[config.mk]
export PLATFORM = sky130hd
export DESIGN_NAME = tt_wb_ctrl
export DESIGN_NICKNAME = d
export VERILOG_FILES = /design/src/rtl/tt_wb_ctrl.sv
export SDC_FILE = /design/constraint.sdc
export NUM_CORES = 1
export LEC_CHECK = 0
export BUFFER_PORTS_ARGS = -buffer_cell sky130_fd_sc_hd__buf_2
export CAP_MARGIN = 20
export CORE_MARGIN = 4
export CORE_UTILIZATION = 30
export DETAILED_ROUTE_END_ITERATION = 8
export HOLD_SLACK_MARGIN = 0.06
export SKIP_LAST_GASP = 1
export SLEW_MARGIN = 20
export SYNTH_ARGS = -nofsm -noshare
export SYNTH_HDL_FRONTEND = slang
export SYNTH_SLANG_ARGS = --single-unit
[constraint.sdc]
create_clock -name wb_clk_i -period 13.6 [get_ports wb_clk_i]
set_input_delay 3.4 -clock wb_clk_i [delete_from_list [all_inputs] [get_ports wb_clk_i]]
set_output_delay 3.4 -clock wb_clk_i [all_outputs]
set_load 0.005 [all_outputs]
[src/rtl/tt_wb_ctrl.sv]
// tt_wb_ctrl: Wishbone slave with ID, interrupt mask/status, free-running cycle
// counter and a bank of byte-writable scratch registers.
module tt_wb_ctrl #(
    parameter int unsigned N_REG      = 4,
    parameter int unsigned N_IRQ      = 3,
    parameter logic [31:0] ID_VALUE   = 32'h5454_0001,
    // Reset value of CYCLE; left at 0 except when a wrap needs to be reached quickly
    parameter logic [31:0] CYCLE_INIT = 32'h0000_0000
) (
    input  logic              wb_clk_i,
    input  logic              wb_rst_i,
    input  logic              wbs_stb_i,
    input  logic              wbs_cyc_i,
    input  logic              wbs_we_i,
    input  logic [3:0]        wbs_sel_i,
    input  logic [31:0]       wbs_dat_i,
    input  logic [31:0]       wbs_adr_i,
    output logic              wbs_ack_o,
    output logic [31:0]       wbs_dat_o,
    input  logic [N_IRQ-1:0]  irq_src_i,
    output logic [N_IRQ-1:0]  user_irq,
    output logic [63:0]       la_data_out
);

    logic              ack_q, ack_d;
    logic [31:0]       dat_q, dat_d;
    logic [N_IRQ-1:0]  mask_q, mask_d;
    logic [N_IRQ-1:0]  status_q, status_d;
    logic [N_IRQ-1:0]  src_q;
    logic [31:0]       cycle_q, cycle_d;
    logic [31:0]       scratch_q [N_REG];
    logic [31:0]       scratch_d [N_REG];

    logic              wr_en;
    logic [5:0]        word;
    logic [31:0]       bmask;
    logic [31:0]       wmask_val;
    logic [31:0]       rdata;
    logic [N_IRQ-1:0]  irq_set;
    logic [N_IRQ-1:0]  irq_clr;

    // Only word-address bits [7:2] are decoded.
    logic unused_adr;
    assign unused_adr = ^{wbs_adr_i[31:8], wbs_adr_i[1:0]};

    assign word  = wbs_adr_i[7:2];
    // A transfer completes on the edge where ack rises; that is also the write edge.
    assign ack_d = wbs_stb_i & wbs_cyc_i & ~ack_q;
    assign wr_en = ack_d & wbs_we_i;
    assign bmask = {{8{wbs_sel_i[3]}}, {8{wbs_sel_i[2]}}, {8{wbs_sel_i[1]}}, {8{wbs_sel_i[0]}}};

    // Byte-merged write value used by MASK and STATUS decode
    assign wmask_val = wbs_dat_i & bmask;

    // Read mux; unmapped words and unimplemented bits return 0
    always_comb begin
        rdata = 32'h0;
        case (word)
            6'd0: rdata = ID_VALUE;
            6'd1: rdata[N_IRQ-1:0] = mask_q;
            6'd2: rdata[N_IRQ-1:0] = status_q;
            6'd3: rdata = cycle_q;
            default: begin
                for (int k = 0; k < int'(N_REG); k++) begin
                    if (word == 6'(4 + k)) rdata = scratch_q[k];
                end
            end
        endcase
    end

    // Next-state for registers written over the bus and interrupt status
    always_comb begin
        mask_d  = mask_q;
        irq_clr = '0;
        for (int k = 0; k < int'(N_REG); k++) begin
            scratch_d[k] = scratch_q[k];
            if (wr_en && word == 6'(4 + k)) begin
                scratch_d[k] = (scratch_q[k] & ~bmask) | wmask_val;
            end
        end
        if (wr_en && word == 6'd1) begin
            mask_d = (mask_q & ~bmask[N_IRQ-1:0]) | wmask_val[N_IRQ-1:0];
        end
        if (wr_en && word == 6'd2) begin
            irq_clr = wmask_val[N_IRQ-1:0];
        end
        // A new source edge in the same cycle as a clear keeps the bit set
        irq_set  = irq_src_i & ~src_q;
        status_d = (status_q & ~irq_clr) | irq_set;
        cycle_d  = cycle_q + 32'd1;
        dat_d    = (ack_d && !wbs_we_i) ? rdata : 32'h0;
    end

    // State registers with asynchronous active-high reset
    always_ff @(posedge wb_clk_i or posedge wb_rst_i) begin
        if (wb_rst_i) begin
            ack_q    <= 1'b0;
            dat_q    <= 32'h0;
            mask_q   <= '0;
            status_q <= '0;
            src_q    <= '0;
            cycle_q  <= CYCLE_INIT;
            for (int k = 0; k < int'(N_REG); k++) scratch_q[k] <= 32'h0;
        end else begin
            ack_q    <= ack_d;
            dat_q    <= dat_d;
            mask_q   <= mask_d;
            status_q <= status_d;
            src_q    <= irq_src_i;
            cycle_q  <= cycle_d;
            for (int k = 0; k < int'(N_REG); k++) scratch_q[k] <= scratch_d[k];
        end
    end

    // Outputs derived directly from registers
    always_comb begin
        la_data_out              = 64'h0;
        la_data_out[31:0]        = scratch_q[0];
        la_data_out[32 +: N_IRQ] = status_q;
        user_irq                 = status_q & mask_q;
        wbs_ack_o                = ack_q;
        wbs_dat_o                = dat_q;
    end

endmodule
==> results.ini <==
[pwr]
p_leak_nw = 5.28
power.density_nw_per_um2 = 121
vdd_ir_drop_max_v = 0.0000747

[clocking]
clkSlewWorstSetupHoldPaths_ns = 0.06
cts_tree = yes
ctsResizeCount = 0
cts_root_buffer = clkbuf_16
numCtsBuffers = 24
clkSinkCount = 202
post_cts_buffers = 0
cts_buffer_depth = 3
insertion_delay_ns = 0.51
cts_hold_buf = 0
htree_levels = 1

[setup_path]
crit_type = in2reg
startpoint = wbs_adr_i[4]
cp-start-kind = input port
crit_fanout = 24
rr_startpoint = wbs_ack_o
arrival_ns = 5.80
endpoint_kind = register
critical_path_required_ns = 13.98

[detailed_routing]
vias = 5559
routedWlPerCell_um = 18.6
finalWirelength_um = 21700
drtPass1Iterations = 4
drc_errors = 0
drt-initial-drc-count = 285
ant_nets = 0
routed_via_density = 4.76

[die]
die_w_um = 183
die_h_um = 183
design.die.area_um2 = 33500
num_rows = 63
core_um2 = 30000
start_util_pct = 30.7
io_pins = 176

[outcome]
status = completed

[sta]
skew_ns = 0.0156
slew_violations = 0
tns_ns = 0
rsz0062_at_grt = no
finalHoldViolCount = 0
holdWs_ns = 0.478
fin_ws_ns = 8.18
max_freq_mhz = 185
finalCriticalPeriod_ns = 5.42
max-slew-margin-rel_pct = 38.3
finalSetupViolCount = 0
tightest_slew_ns = 0.925
period_share_pct = 39.9

[cells_and_area]
drive_above_1_share_pct = 44.3
final_nets = 837
final_cell_mix = dfrtp_1, mux2_2, buf_2
diodes = 0
layout_commonest_cell = dfrtp_1
final_util_pct = 35.6
nFillCells = 2970
area_growth_pct = 15.9

[worst_hold_path]
worstHoldStart = cycle_q[31]
hp-class = reg2reg

[yosys]
synth.distinct_cells = 34
synth_area_leaders = dfrtp_1, mux2_2, mux4_2, buf_4, a22oi_1
ys_ff_latch = 202
synth.top_cell.area_share_pct = 55.0
synth_top_area_cell = dfrtp_1
ys_seq_area_share_pct = 55.0
synth_cells = 666
yosysWarningCount = 0
syn-cell-area_um2 = 9200
synth.avg_cell_area_um2 = 13.8

[global_routing]
grt_usage_pct = 12.8
first_global_vias = 5752
grt_pass1_wl_um = 33700
antenna_found_initial = 2
grt_max_degree = 131
overflow = 0

[placed_design]
dp_slack_ns = 7.66
hpwlAfterDp_um = 14500
place.gp.congestion = 0.740
port_buffers = 120

[job]
max_cap_viol_count = 0

final cells by class:
class                           count  area (um2)  share of cell area, %
Clock buffer                       35         723                   6.78
Timing Repair Buffer              127         653                   6.12
Tap cell                          390         488                   4.58
Clock inverter                      9        53.8                  0.504
Multi-Input combinational cell    388        3620                   34.0
Inverter                           17        71.3                  0.669
Sequential cell                   202        5050                   47.4
stage by stage:
step / cell area (um2) / instances / power, mW
floorplan: 9300 / 694 / 0.672
global placement: 9890 / 1124 / 0.690
detailed placement: 9890 / 1124 / 0.692
CTS: 10700 / 1168 / 1.32
global route: 10700 / 1168 / 1.35
finish: 10700 / 1168 / 1.29
cells in the mapped netlist:
cell	n
a211oi_1	1
a21oi_1	3
a221oi_1	8
a22o_1	3
a22oi_1	23
and2_1	4
and3_1	10
and4_1	4
buf_1	3
buf_2	6
buf_4	62
clkbuf_1	16
conb_1	1
dfrtp_1	202
ha_1	1
inv_1	17
mux2_2	132
mux2i_1	2
mux4_2	32
nand2_1	21
nand3_1	11
nand3_2	10
nand4_1	7
nand4b_1	1
nor2_1	30
nor2b_1	4
nor3_1	9
nor4_1	6
nor4b_1	2
nor4b_4	2
or3_1	1
or4_1	2
xnor2_1	15
xor2_1	15
power breakdown:
part	internal, mW	switching [mW]
combinational	0.0239	0.0390
clock	0.368	0.246
sequential	0.611	0.00516
total	1.00	0.290
routing by layer:
metal	part of all wire (%)	GRT usage (%)
met1	45	17.9
met2	47	20.9
met3	5.3	2.38
met4	2.6	2.95
met5	0.12	0
critical path, cell delays in order:
cell,delay (ns)
buf_2,0.28
nor4b_4,0.25
buf_4,0.35
nor4b_4,0.25
buf_4,0.29
and3_1,0.55
mux2_2,0.40
path summary, 6_finish.rpt:
| check | endpoint | slack (ns) | cells past startpoint |
|---|---|---|---|
| setup / recovery | register | 8.18 | 7 |
| hold / removal | cycle_q[31] | 0.48 | 1 |
| setup reg to reg | wbs_dat_o[28] | 11.33 | 4 |
| hold reg to reg | cycle_q[31] | 0.48 | 1 |
| max in group asynchronous | status_q[2] | 8.97 | 3 |
| min in group asynchronous | asynchronous set/reset pin | 3.08 | 2 |
cells by family after synthesis:
logic type / count (synthesis) / synth area share [%]
DFF: 202 / 55.0
other: 1 / 0.0408
muxes: 166 / 24.2
buffers and inverters: 104 / 6.86
and+or+nand+nor: 124 / 7.78
adders and majority gates: 1 / 0.136
xor gates and xnor gates: 30 / 2.86
AOI/OAI and AO/OA: 38 / 3.17
(Power assumes the default switching activity.)
